--- config.mk ---
export PLATFORM = sky130hd
export DESIGN_NAME = keypad_scanner
export DESIGN_NICKNAME = d
export VERILOG_FILES = /design/src/rtl/keypad_pkg.sv /design/src/rtl/keypad_scanner_col_sync.sv /design/src/rtl/keypad_scanner.sv
export SDC_FILE = /design/constraint.sdc
export NUM_CORES = 1
export LEC_CHECK = 0
export BUFFER_PORTS_ARGS = -buffer_cell sky130_fd_sc_hd__buf_2
export CORE_MARGIN = 10
export CORE_UTILIZATION = 48
export DETAILED_ROUTE_END_ITERATION = 6
export HOLD_SLACK_MARGIN = 0.06
export PLACE_DENSITY = 0.66
export RECOVER_POWER = 100
export SYNTH_ARGS = -nofsm -noshare
export SYNTH_HDL_FRONTEND = slang
export SYNTH_SLANG_ARGS = --single-unit
--- constraint.sdc ---
create_clock -name clk -period 2.7 [get_ports clk]
set_input_delay 0.405 -clock clk [delete_from_list [all_inputs] [get_ports clk]]
set_output_delay 0.405 -clock clk [all_outputs]
set_load 0.01 [all_outputs]
--- src/rtl/keypad_pkg.sv ---
// rtl/keypad_pkg.sv - shared types and constants for the 4x4 keypad scanner
//
// Purpose : FSM state encoding, key map, row-drive patterns and the
//           lowest-pressed-column helper used by keypad_scanner.
// Ports   : none (package).

package keypad_pkg;

   typedef enum logic [2:0] {
      ST_SCAN     = 3'd0,
      ST_DEBOUNCE = 3'd1,
      ST_ACCEPT   = 3'd2,
      ST_HELD     = 3'd3,
      ST_RELEASE  = 3'd4
   } state_t;

   // Key value indexed by {row, col}; element 0 is row 0 / column 0.
   localparam logic [15:0][3:0] KEY_MAP = {
      4'hD, 4'hF, 4'h0, 4'hE,   // row 3, columns 3..0
      4'hC, 4'h9, 4'h8, 4'h7,   // row 2
      4'hB, 4'h6, 4'h5, 4'h4,   // row 1
      4'hA, 4'h3, 4'h2, 4'h1    // row 0
   };

   // One-hot active-low row drive, indexed by row number.
   localparam logic [3:0][3:0] ROW_DRIVE = {
      4'b0111, 4'b1011, 4'b1101, 4'b1110
   };

   localparam logic [3:0] ROW_RESET = 4'b1110;

   // Index of the lowest active-low column; callers only use it when
   // at least one column is low.
   function automatic logic [1:0] lowest_low(input logic [3:0] v);
      if (!v[0])      return 2'd0;
      else if (!v[1]) return 2'd1;
      else if (!v[2]) return 2'd2;
      else            return 2'd3;
   endfunction

endpackage

--- src/rtl/keypad_scanner_col_sync.sv ---
// rtl/keypad_scanner_col_sync.sv - 2-flop synchronizer for the column inputs
//
// Purpose : bring the asynchronous, active-low column lines into the clk
//           domain. Resets to all-high (no key pressed).
// Ports   : clk   - system clock
//           reset - asynchronous active-low reset
//           col   - raw column lines (async)
//           colS  - synchronized column lines

module col_sync (
   input  logic       clk,
   input  logic       reset,
   input  logic [3:0] col,
   output logic [3:0] colS
);

   logic [3:0] meta_q;

   always_ff @(posedge clk or negedge reset) begin
      if (!reset) begin
         meta_q <= 4'b1111;
         colS   <= 4'b1111;
      end else begin
         meta_q <= col;
         colS   <= meta_q;
      end
   end

endmodule

--- src/rtl/keypad_scanner.sv ---
// rtl/keypad_scanner.sv - 4x4 keypad scanner with debounce and two-digit history
//
// Purpose : drives one row low at a time, detects a pressed key on the
//           synchronized columns, debounces press and release, and keeps the
//           two most recent key values for the downstream display mux.
// Ports   : clk      - system clock
//           reset    - asynchronous active-low reset
//           col      - raw active-low column lines (async to clk)
//           row      - registered one-hot active-low row drive
//           digitNew - most recently accepted key value
//           digitOld - previously accepted key value
//           keyValid - one-cycle pulse when the digit outputs update

module keypad_scanner
   import keypad_pkg::*;
#(
   parameter int SCAN_CYCLES     = 2400,
   parameter int DEBOUNCE_CYCLES = 240000
) (
   input  logic       clk,
   input  logic       reset,
   input  logic [3:0] col,
   output logic [3:0] row,
   output logic [3:0] digitNew,
   output logic [3:0] digitOld,
   output logic       keyValid
);

   // One counter serves both the row dwell and the debounce windows.
   localparam int CNT_MAX = (DEBOUNCE_CYCLES > SCAN_CYCLES) ? DEBOUNCE_CYCLES : SCAN_CYCLES;
   localparam int CNT_W   = $clog2(CNT_MAX + 1);

   localparam logic [CNT_W-1:0] SCAN_LAST = CNT_W'(SCAN_CYCLES - 1);
   localparam logic [CNT_W-1:0] DEB_LAST  = CNT_W'(DEBOUNCE_CYCLES - 1);

   logic [3:0]       colS;
   state_t           state_q, state_d;
   logic [CNT_W-1:0] cnt_q, cnt_d;
   logic [1:0]       row_idx_q, row_idx_d;
   logic [1:0]       col_idx_q, col_idx_d;
   logic             key_down;
   logic             accept_d;
   logic [3:0]       row_d;
   logic [3:0]       key_val;

   col_sync u_col_sync (
      .clk   (clk),
      .reset (reset),
      .col   (col),
      .colS  (colS)
   );

   // Only the latched column matters once a key has been found.
   assign key_down = ~colS[col_idx_q];

   // State register plus the datapath registers that move with it.
   always_ff @(posedge clk or negedge reset) begin
      if (!reset) begin
         state_q   <= ST_SCAN;
         cnt_q     <= '0;
         row_idx_q <= 2'd0;
         col_idx_q <= 2'd0;
         row       <= ROW_RESET;
         digitNew  <= 4'h0;
         digitOld  <= 4'h0;
         keyValid  <= 1'b0;
      end else begin
         state_q   <= state_d;
         cnt_q     <= cnt_d;
         row_idx_q <= row_idx_d;
         col_idx_q <= col_idx_d;
         row       <= row_d;
         keyValid  <= accept_d;
         // Digits load on the same edge that raises keyValid.
         if (accept_d) begin
            digitOld <= digitNew;
            digitNew <= key_val;
         end
      end
   end

   // Next-state logic.
   always_comb begin
      state_d   = state_q;
      cnt_d     = cnt_q + 1'b1;
      row_idx_d = row_idx_q;
      col_idx_d = col_idx_q;
      case (state_q)
         ST_SCAN: begin
            if (cnt_q == SCAN_LAST) begin
               cnt_d = '0;
               if (&colS) begin
                  row_idx_d = row_idx_q + 2'd1;
               end else begin
                  col_idx_d = lowest_low(colS);
                  state_d   = ST_DEBOUNCE;
               end
            end
         end
         ST_DEBOUNCE: begin
            if (!key_down) begin
               // Bounce: re-dwell on the same row before sampling again.
               state_d = ST_SCAN;
               cnt_d   = '0;
            end else if (cnt_q == DEB_LAST) begin
               state_d = ST_ACCEPT;
               cnt_d   = '0;
            end
         end
         ST_ACCEPT: begin
            state_d = ST_HELD;
            cnt_d   = '0;
         end
         ST_HELD: begin
            cnt_d = '0;
            if (!key_down) begin
               state_d = ST_RELEASE;
            end
         end
         ST_RELEASE: begin
            if (key_down) begin
               state_d = ST_HELD;
               cnt_d   = '0;
            end else if (cnt_q == DEB_LAST) begin
               state_d   = ST_SCAN;
               cnt_d     = '0;
               row_idx_d = row_idx_q + 2'd1;
            end
         end
         default: begin
            state_d = ST_SCAN;
            cnt_d   = '0;
         end
      endcase
   end

   // Output decode: values loaded into the output registers on the next edge.
   always_comb begin
      accept_d = (state_d == ST_ACCEPT);
      key_val  = KEY_MAP[{row_idx_q, col_idx_q}];
      row_d    = ROW_DRIVE[row_idx_d];
   end

endmodule

==> impl_metrics.ini, run 1 <==
[floorplanning]
coreArea_mm2 = 0.00469
die_y_um = 89.4
die_w_um = 89.4
die_area_mm2 = 0.00799
start_util = 0.492
num_rows = 25
io_pins = 19

[worst_setup_path]
path_class = flop to flop
end_kind = flop
worstPathRequired_ns = 2.87
crit_arrival_ns = 2.37
crit_path_max_fanout = 18
critPathLaunchType = flop

[timing]
hold_viol_final = 0
finalWorstSetupSlack_ns = 0.497
fin_setup_tns_ns = 0
fin_crit_sh = 0.816
fmax_mhz = 454
min_period_ns = 2.20
tightest_slew_ns = 0.995
report.final.slew_viol_count = 0
rsz0062_at_grt = false
clock_skew_ns = 0.00307
fin_hold_ws_ns = 0.205
max_slew_margin = 0.337
setup_violations = 0

[drt]
drt_iter0_drc = 124
detail-route-antenna-nets = 0
via_per_inst = 5.47
vias = 1527
drc = 0
wire_per_inst_um = 14.2
wirelength_um = 3970
firstDrtPassIters = 4

[global_routing]
grt_pass1_wl_um = 7220
track_usage = 0.112
grt_pass1_vias = 1545
gr-total-overflow = 0
grt_max_degree = 47
antenna_found_initial = 0

[cts]
numCtsBuffers = 5
post_cts_buffers = 0
insertion_delay_ns = 0.29
clock_path_buffers = 2
htreeDepth = 2
hold_buffers = 0
clkTransAtPathRegs_ns = 0.08
cts_tree = done
post_cts_resize_count = 0
clock-root-buffer = clkbuf_8
tritoncts_num_sinks = 46

[final_layout]
drive_gt1_frac = 0.204
syn2layout_area_growth_pct = 7.91
fillers = 436
layout.nets = 236
antenna_cells = 0
design_area_mm2 = 0.00249

[placed_design]
placed_cell_area_mm2 = 0.00244
gp_congestion = 0.831
pre_cts_ws_ns = 0.488
dp.final_hpwl_um = 2890
io_buffers = 18

[power]
p_leak_uw = 0.00105
ir_drop_uv = 309
finalPower_uw = 1130
powerDensity_mw_per_mm2 = 455

[logic_synthesis]
synth_area_mm2 = 0.00231
yosys_warnings = 0
synth_area_per_cell_um2 = 11.4
synth_nets = 214
synth_cells = 202
ys_types = 50
synth_ff_type = dfrtp_1
ys_seq_area_frac = 0.504
ys_seq_elements = 46
synth_edf_count = 0
async_flop_share = 1.00

[flow_run]
drv_cap = 0

[run_status]
status = complete, no violations

[worst_hold_path]
hold_class = input pin to flop
## stage by stage
| stage | cells | util |
|---|---|---|
| floorplan | 202 | - |
| global placement | 271 | 0.521 |
| detailed placement | 271 | 0.521 |
| CTS | 279 | 0.539 |
| global route | 279 | 0.531 |
| finish | 279 | 0.531 |
## kinds of logic after synthesis
family / synth area share
buf+inv: 0.0271
simple gates: 0.252
compound gates: 0.0731
flops: 0.504
mux: 0.0466
fa+ha+maj: 0.0325
xor+xnor: 0.0645
## layer usage
layer	track usage	vias up	share of wire	wire length [µm]
met2	0.175	26	0.45	1780
met5	0	-	0	0
li1	-	761	-	-
met4	0.0390	0	0.016	62
met1	0.147	732	0.48	1920
met3	0.0264	8	0.051	202
## report_power, final
group          leakage [µW]  switching (µW)  internal (µW)
combinational      0.000412            15.3           4.69
sequential         0.000590            3.54            700
clock             0.0000484             228            183
total               0.00105             246            887
## placed cells by master, fill, tap and decap left out, drive strengths merged
| cell type | instances |
|---|---|
| and4 | 3 |
| nand2 | 15 |
| or3 | 1 |
| and3 | 3 |
| nor4 | 5 |
| and2 | 2 |
| a211oi | 2 |
| xor2 | 10 |
| or4 | 1 |
| xnor2 | 7 |
| ha | 6 |
| o21ai | 6 |
| nand3 | 10 |
| o22a | 2 |
| o211ai | 1 |
| mux2 | 4 |
| nor2 | 25 |
| dfrtp | 35 |
| nor4b | 1 |
| a22oi | 2 |
| a21boi | 2 |
| clkinv | 2 |
| nand3b | 3 |
| nand2b | 2 |
| buf | 7 |
| nand4 | 9 |
| o31a | 1 |
| mux4 | 1 |
| dfstp | 11 |
| nor2b | 3 |
| a311oi | 1 |
| nor3 | 3 |
| mux2i | 4 |
| nor3b | 2 |
| a21o | 1 |
| clkbuf | 18 |
| inv | 7 |
| a21oi | 7 |
## cell type report
type | instances | area, µm² | share of cell area
sequential | 46 | 1160 | 0.467
timing repair buffer | 20 | 88.8 | 0.0356
inverter | 6 | 22.5 | 0.00904
clock buffer | 5 | 68.8 | 0.0276
clock inverter | 3 | 20.0 | 0.00803
tap | 54 | 67.6 | 0.0271
multi-input combinational | 145 | 1060 | 0.425
## worst paths after layout
kind	start	endpoint	slack, ns	cells past startpoint
worst min-delay path	col[3]	u_col_sync.meta_q[3]	0.20	1
worst max register to register	col_idx_q[0]	cnt_q[16]	0.50	6
min in group asynchronous	reset	cnt_q[15]	0.26	1
worst max-delay path	col_idx_q[0]	cnt_q[16]	0.50	6
worst min register to register	u_col_sync.meta_q[0]	u_col_sync.colS[0]	0.36	0
max in group asynchronous	reset	digitNew[2]	1.81	1
## critical path, cell delays in order (launching register included)
cell     delay (ns)
dfrtp_1        0.52
mux4_2         0.63
and2_0         0.21
a21oi_1        0.14
o22a_1         0.16
buf_4          0.32
nor2_1         0.10
## cell usage after synthesis, types with 2 or more instances
master	n	area, µm²
xor2_1	10	87.6
nor3_1	2	10.0
nand2_1	15	56.3
mux2_2	2	22.5
nand3b_1	2	15.0
a21boi_0	2	15.0
a21oi_1	7	35.0
buf_2	2	10.0
ha_1	6	75.1
dfstp_2	11	289
inv_1	6	22.5
nor2b_1	2	12.5
o21ai_0	6	30.0
nand3_1	10	50.1
nor4_1	4	25.0
mux2_1	2	22.5
and3_1	3	18.8
mux2i_1	4	40.0
dfrtp_1	35	876
a22oi_1	2	15.0
nand4_1	7	43.8
nor2_4	9	101
a211oi_1	2	15.0
and2_1	2	12.5
xnor2_1	7	61.3
and4_1	2	17.5
nor2_1	15	56.3
nand2b_1	2	12.5
nand4_2	2	25.0
## flip-flops by register name, indices dropped and copies added (netlist names)
register and count:
u_col_sync.meta_q 4, u_col_sync.colS 4, row 4, cnt_q 18, keyValid 1, row_idx_q 2, col_idx_q 2, digitNew 4
digitOld 4, state_q 3
Power figures use the tool's default switching activity.
==> run 2: changes to the inputs <==
--- a/config.mk
+++ b/config.mk
@@ -5,6 +5,7 @@
 export SDC_FILE = /design/constraint.sdc
 export NUM_CORES = 1
 export LEC_CHECK = 0
+export ABC_AREA = 1
 export BUFFER_PORTS_ARGS = -buffer_cell sky130_fd_sc_hd__buf_2
 export CORE_MARGIN = 10
 export CORE_UTILIZATION = 48
==> constraint.sdc (replaced) <==
create_clock -name clk -period 2.15 [get_ports clk]
set_input_delay 0.3225 -clock clk [delete_from_list [all_inputs] [get_ports clk]]
set_output_delay 0.3225 -clock clk [all_outputs]
set_load 0.01 [all_outputs]
==> run 2 against run 1 <==
The flow now finishes with violations (max-capacitance violations, max-slew violations). Flip-flop and latch count stayed put. Clock power is 53% higher. Clock-buffer cell count is 1 higher. Critical endpoint is now cnt_q[10]. Largest cell class is now multi-input combinational cells. Die area is 9.3% higher. Cell count is 47% higher. First-iteration DRC count is 5.6% higher.
==> impl_metrics.ini, run 2 <==
[cts]
hold_buffers = 0
clock_path_buffers = 2
post_cts_buffers = 0
tritoncts_num_sinks = 46
clock-root-buffer = clkbuf_8
insertion_delay_ns = 0.30
post_cts_resize_count = 0
cts_tree = done
htreeDepth = 2
numCtsBuffers = 5
clkTransAtPathRegs_ns = 0.08

[drt]
detail-route-antenna-nets = 0
wirelength_um = 4970
firstDrtPassIters = 4
drc = 0
drt_iter0_drc = 131
via_per_inst = 4.93
vias = 2025
wire_per_inst_um = 12.1

[worst_hold_path]
hold_class = input pin to flop

[timing]
max_slew_margin = -0.0791
setup_violations = 0
fin_hold_ws_ns = 0.112
clock_skew_ns = 0.00676
rsz0062_at_grt = false
finalWorstSetupSlack_ns = 0.240
min_period_ns = 1.91
report.final.slew_viol_count = 31
fmax_mhz = 524
hold_viol_final = 0
fin_crit_sh = 0.888
tightest_slew_ns = 1.62
fin_setup_tns_ns = 0

[floorplanning]
io_pins = 19
num_rows = 26
coreArea_mm2 = 0.00517
die_w_um = 93.4
die_area_mm2 = 0.00873
die_y_um = 93.4
start_util = 0.500

[logic_synthesis]
synth_area_per_cell_um2 = 8.16
synth_cells = 317
async_flop_share = 1.00
netlist.area_leader.share = 0.338
synth_edf_count = 0
ys_seq_area_frac = 0.450
netlist_top_cells_count = nand2_1, inv_1, nor2_1
synth_nets = 329
yosysMostFrequentCell = nand2_1
yosys_warnings = 0
synth_ff_type = dfrtp_1
yosysTopAreaCell = dfrtp_1
ys_types = 36
synth_area_mm2 = 0.00259
synth.top_cells.by_area = dfrtp_1, dfstp_2, nand2_1
ys_seq_elements = 46

[final_layout]
multiInputGateArea_mm2 = 0.00117
seqCellArea_mm2 = 0.00116
layout.nets = 352
drive_gt1_frac = 0.179
layout_common_cells = nand2_1, inv_1, nor2_1, dfrtp_1, nand3_1
antenna_cells = 0
fillers = 488
largest_register = cnt_q
largest_reg_flops = 18
final_common_cell = nand2_1
syn2layout_area_growth_pct = 7.88
final_util = 0.540

[global_routing]
track_usage = 0.122
gr-total-overflow = 0
grt_max_degree = 31
antenna_found_initial = 0
grt_pass1_vias = 1948
grt_pass1_wl_um = 8760

[placed_design]
io_buffers = 18
pre_cts_ws_ns = 0.306
dp.final_hpwl_um = 3710
gp_congestion = 0.855

[worst_setup_path]
worstPathRequired_ns = 2.34
crit_path_max_fanout = 18
path_class = flop to flop
crit_arrival_ns = 2.10
end_kind = flop
critPathLaunchType = flop

[run_status]
violations = max-capacitance violations, max-slew violations
status = finished, violations left

[power]
finalPower_uw = 1540
powerDensity_mw_per_mm2 = 553
p_leak_uw = 0.00142
ir_drop_uv = 296

[flow_run]
drv_cap = 1
==> run 2: cell families after synthesis <==
family,count (synthesis),share of synthesized area
buffers and inverters,51,0.0798
flip-flops,46,0.450
XOR/XNOR,2,0.00677
AND/OR/NAND/NOR,183,0.373
adder cells (fa/ha/maj),6,0.0290
AO/OA/AOI/OAI,29,0.0609
==> run 2: area by class of cell <==
cell class                      count  share of cell area
Sequential cell                    46               0.417
Inverter                           47              0.0632
Tap cell                           70              0.0314
Clock inverter                      2              0.0134
Timing Repair Buffer               20              0.0287
Clock buffer                        6              0.0260
Multi-Input combinational cell    220               0.420
==> run 2: worst max-delay path, stage by stage, from the launching register on <==
cell and delay (ns):
dfrtp_1 0.44, ha_1 0.20, nand2_1 0.11, nor2_4 0.12, nand2_1 0.10, nor2_4 0.13
nand2_4 0.08, nand2_1 0.12, nand3_4 0.22, and3b_2 0.28
==> run 2: path summary, 6_finish.rpt <==
kind	start	endpoint	slack [ns]	cells after the start
setup / recovery	cnt_q[0]	cnt_q[10]	0.24	9
hold / removal	col[2]	u_col_sync.meta_q[2]	0.11	1
setup reg to reg	cnt_q[0]	cnt_q[10]	0.24	9
hold reg to reg	u_col_sync.meta_q[3]	u_col_sync.colS[3]	0.36	0
max in group asynchronous	reset	digitNew[2]	0.63	2
min in group asynchronous	reset	cnt_q[3]	0.42	1
==> run 2: where the power goes <==
group | internal, µW | switching, µW | total, µW
Sequential | 878 | 3.10 | 882
Combinational | 7.41 | 25.9 | 33.3
Clock | 347 | 282 | 629
Total | 1230 | 311 | 1540
==> run 2: stage by stage <==
step	area (µm²)	instances
detailed placement	2750	403
floorplan	2590	317
finish	2790	411
global route	2790	411
global placement	2750	403
CTS	2860	411
==> run 2: layer usage <==
metal  GRT usage  vias to the layer above  wire [µm]  part of all wire
li1            -                     1051          -                 -
met1       0.157                      925       2480              0.50
met2       0.189                       42       2170              0.44
met3      0.0288                        7        241             0.048
met4      0.0578                        0         80             0.016
met5           0                        -          0                 0
==> run 3: changes to the inputs <==
--- a/config.mk
+++ b/config.mk
@@ -5,7 +5,7 @@
 export SDC_FILE = /design/constraint.sdc
 export NUM_CORES = 1
 export LEC_CHECK = 0
-export ABC_AREA = 1
+export ABC_AREA = 0
 export BUFFER_PORTS_ARGS = -buffer_cell sky130_fd_sc_hd__buf_2
 export CORE_MARGIN = 10
 export CORE_UTILIZATION = 48
==> run 3 against run 2 <==
Cell area down 9.2%. Largest cell class is now registers. Core utilization about the same. The flow now finishes without violations. Setup slack worse by 0.11 ns. Maximum frequency down 5.6%. Register-to-register slack worse by 0.11 ns. Global-route usage down 1.0 points.
==> impl_metrics.ini, run 3 (synthesis gave the netlist of run 1 again) <==
[final_layout]
final_util = 0.540
design_area_mm2 = 0.00253
syn2layout_area_growth_pct = 9.70
layout_common_cells = dfrtp_1, nor2_1, nand2_1, clkbuf_1, dfstp_2
final_common_cell = dfrtp_1
fillers = 425
largest_register = cnt_q
drive_gt1_frac = 0.206
largest_reg_flops = 18
layout.nets = 244
layout.cells.non_filler = 287
antenna_cells = 0

[drt]
wirelength_um = 4040
detail-route-antenna-nets = 0
drt_iter0_drc = 120
via_per_inst = 5.31
drc = 0
firstDrtPassIters = 4
vias = 1523
wire_per_inst_um = 14.1

[floorplanning]
die_w_um = 89.4
io_pins = 19
coreArea_mm2 = 0.00469
num_rows = 25
start_util = 0.492
die_y_um = 89.4
die_area_mm2 = 0.00799

[timing]
report.final.slew_viol_count = 0
max_slew_margin = 0.270
tightest_slew_ns = 1.09
fin_setup_tns_ns = 0
hold_viol_final = 0
rsz0062_at_grt = false
setup_violations = 0
clock_skew_ns = 0.00605
min_period_ns = 2.02
fmax_mhz = 494
fin_crit_sh = 0.941
fin_hold_ws_ns = 0.113

[global_routing]
grt_pass1_wl_um = 7120
gr-total-overflow = 0
track_usage = 0.112
grt_pass1_vias = 1530
antenna_found_initial = 0
grt_max_degree = 47

[cts]
clock_path_buffers = 2
insertion_delay_ns = 0.30
tritoncts_num_sinks = 46
numCtsBuffers = 5
htreeDepth = 2
clock-root-buffer = clkbuf_8
cts_tree = done
clkTransAtPathRegs_ns = 0.09

[power]
powerDensity_mw_per_mm2 = 569
ir_drop_uv = 371
p_leak_uw = 0.00110

[placed_design]
io_buffers = 18
gp_congestion = 0.839
place_inst = 277
dp.final_hpwl_um = 2890
placed_cell_area_mm2 = 0.00251

[worst_setup_path]
rr_worst_depth = 6
worstPathRequired_ns = 2.34
end_kind = flop
rrSetupSlack_ns = 0.13
crit_arrival_ns = 2.21
crit_start = cnt_q[1]
r2r-start = cnt_q[1]
endpoint = row_idx_q[0]
crit_path_max_fanout = 4
path_class = flop to flop
critPathLaunchType = flop
r2r-end = row_idx_q[0]

[run_status]
status = complete, no violations

[flow_run]
drv_cap = 0

[worst_hold_path]
hold_class = input pin to flop
run 3: cell types whose count changed in the layout (fill, tap and decap cells not counted), sizes merged, moves of 8 or more:
| cell | delta |
|---|---|
| nand2 | -67 |
| buf | +8 |
| nor2 | -26 |
| inv | -40 |
| o21ai | -10 |
| xor2 | +9 |
| nand3 | -18 |
run 3: final cells by class:
type                       count  area, µm²  area share
timing repair buffer          28        158      0.0622
clock buffer                   5       68.8      0.0272
clock inverter                 3       25.0     0.00988
sequential                    46       1160       0.460
tap                           54       67.6      0.0267
multi-input combinational    145       1030       0.405
inverter                       6       22.5     0.00889
run 3: how the worst min path moves through the flow:
stage            from                    to  slack [ns]  cells past startpoint
3_5_place_dp    reset           digitNew[0]        0.32                      2
2_1_floorplan   reset              cnt_q[0]        0.03                      0
4_1_cts        col[1]  u_col_sync.meta_q[1]        0.10                      1
6_report       col[2]  u_col_sync.meta_q[2]        0.11                      1
5_1_grt        col[2]  u_col_sync.meta_q[2]         0.1                      1
3_3_place_gp    reset             cnt_q[16]        0.32                      2
run 3: power breakdown:
group	switching [µW]	total (µW)	internal, µW
registers	4.66	883	879
clock network	296	531	235
logic	19.6	27.2	7.60
total	320	1440	1120
run 3: per-stage QoR:
stage	worst slack (ns)	total power, µW
after floorplan	0.198	903
after global placement	0.149	931
after detailed placement	0.0699	931
after CTS	0.0485	1470
after global routing	0.00378	1520
final	0.127	1440
run 3: repair_timing:
item,in CTS,in global routing
hold buffers,1,0
endpoints found under the hold margin,35,0
resized for setup,0,2
setup buffers,0,1
endpoints found under the setup margin,0,7
run 3: critical path, cell delays in order (launching register included):
cell	delay, ns
dfrtp_1	0.40
ha_1	0.22
and3_2	0.25
nand4_2	0.16
or4_4	0.47
o22a_4	0.26
and2_1	0.15
run 3: routing by layer:
layer / wire length [µm] / vias up / track usage
li1: - / 771 / -
met1: 1900 / 722 / 0.139
met2: 1880 / 25 / 0.183
met3: 199 / 5 / 0.0264
met4: 59 / 0 / 0.0434
met5: 0 / - / 0
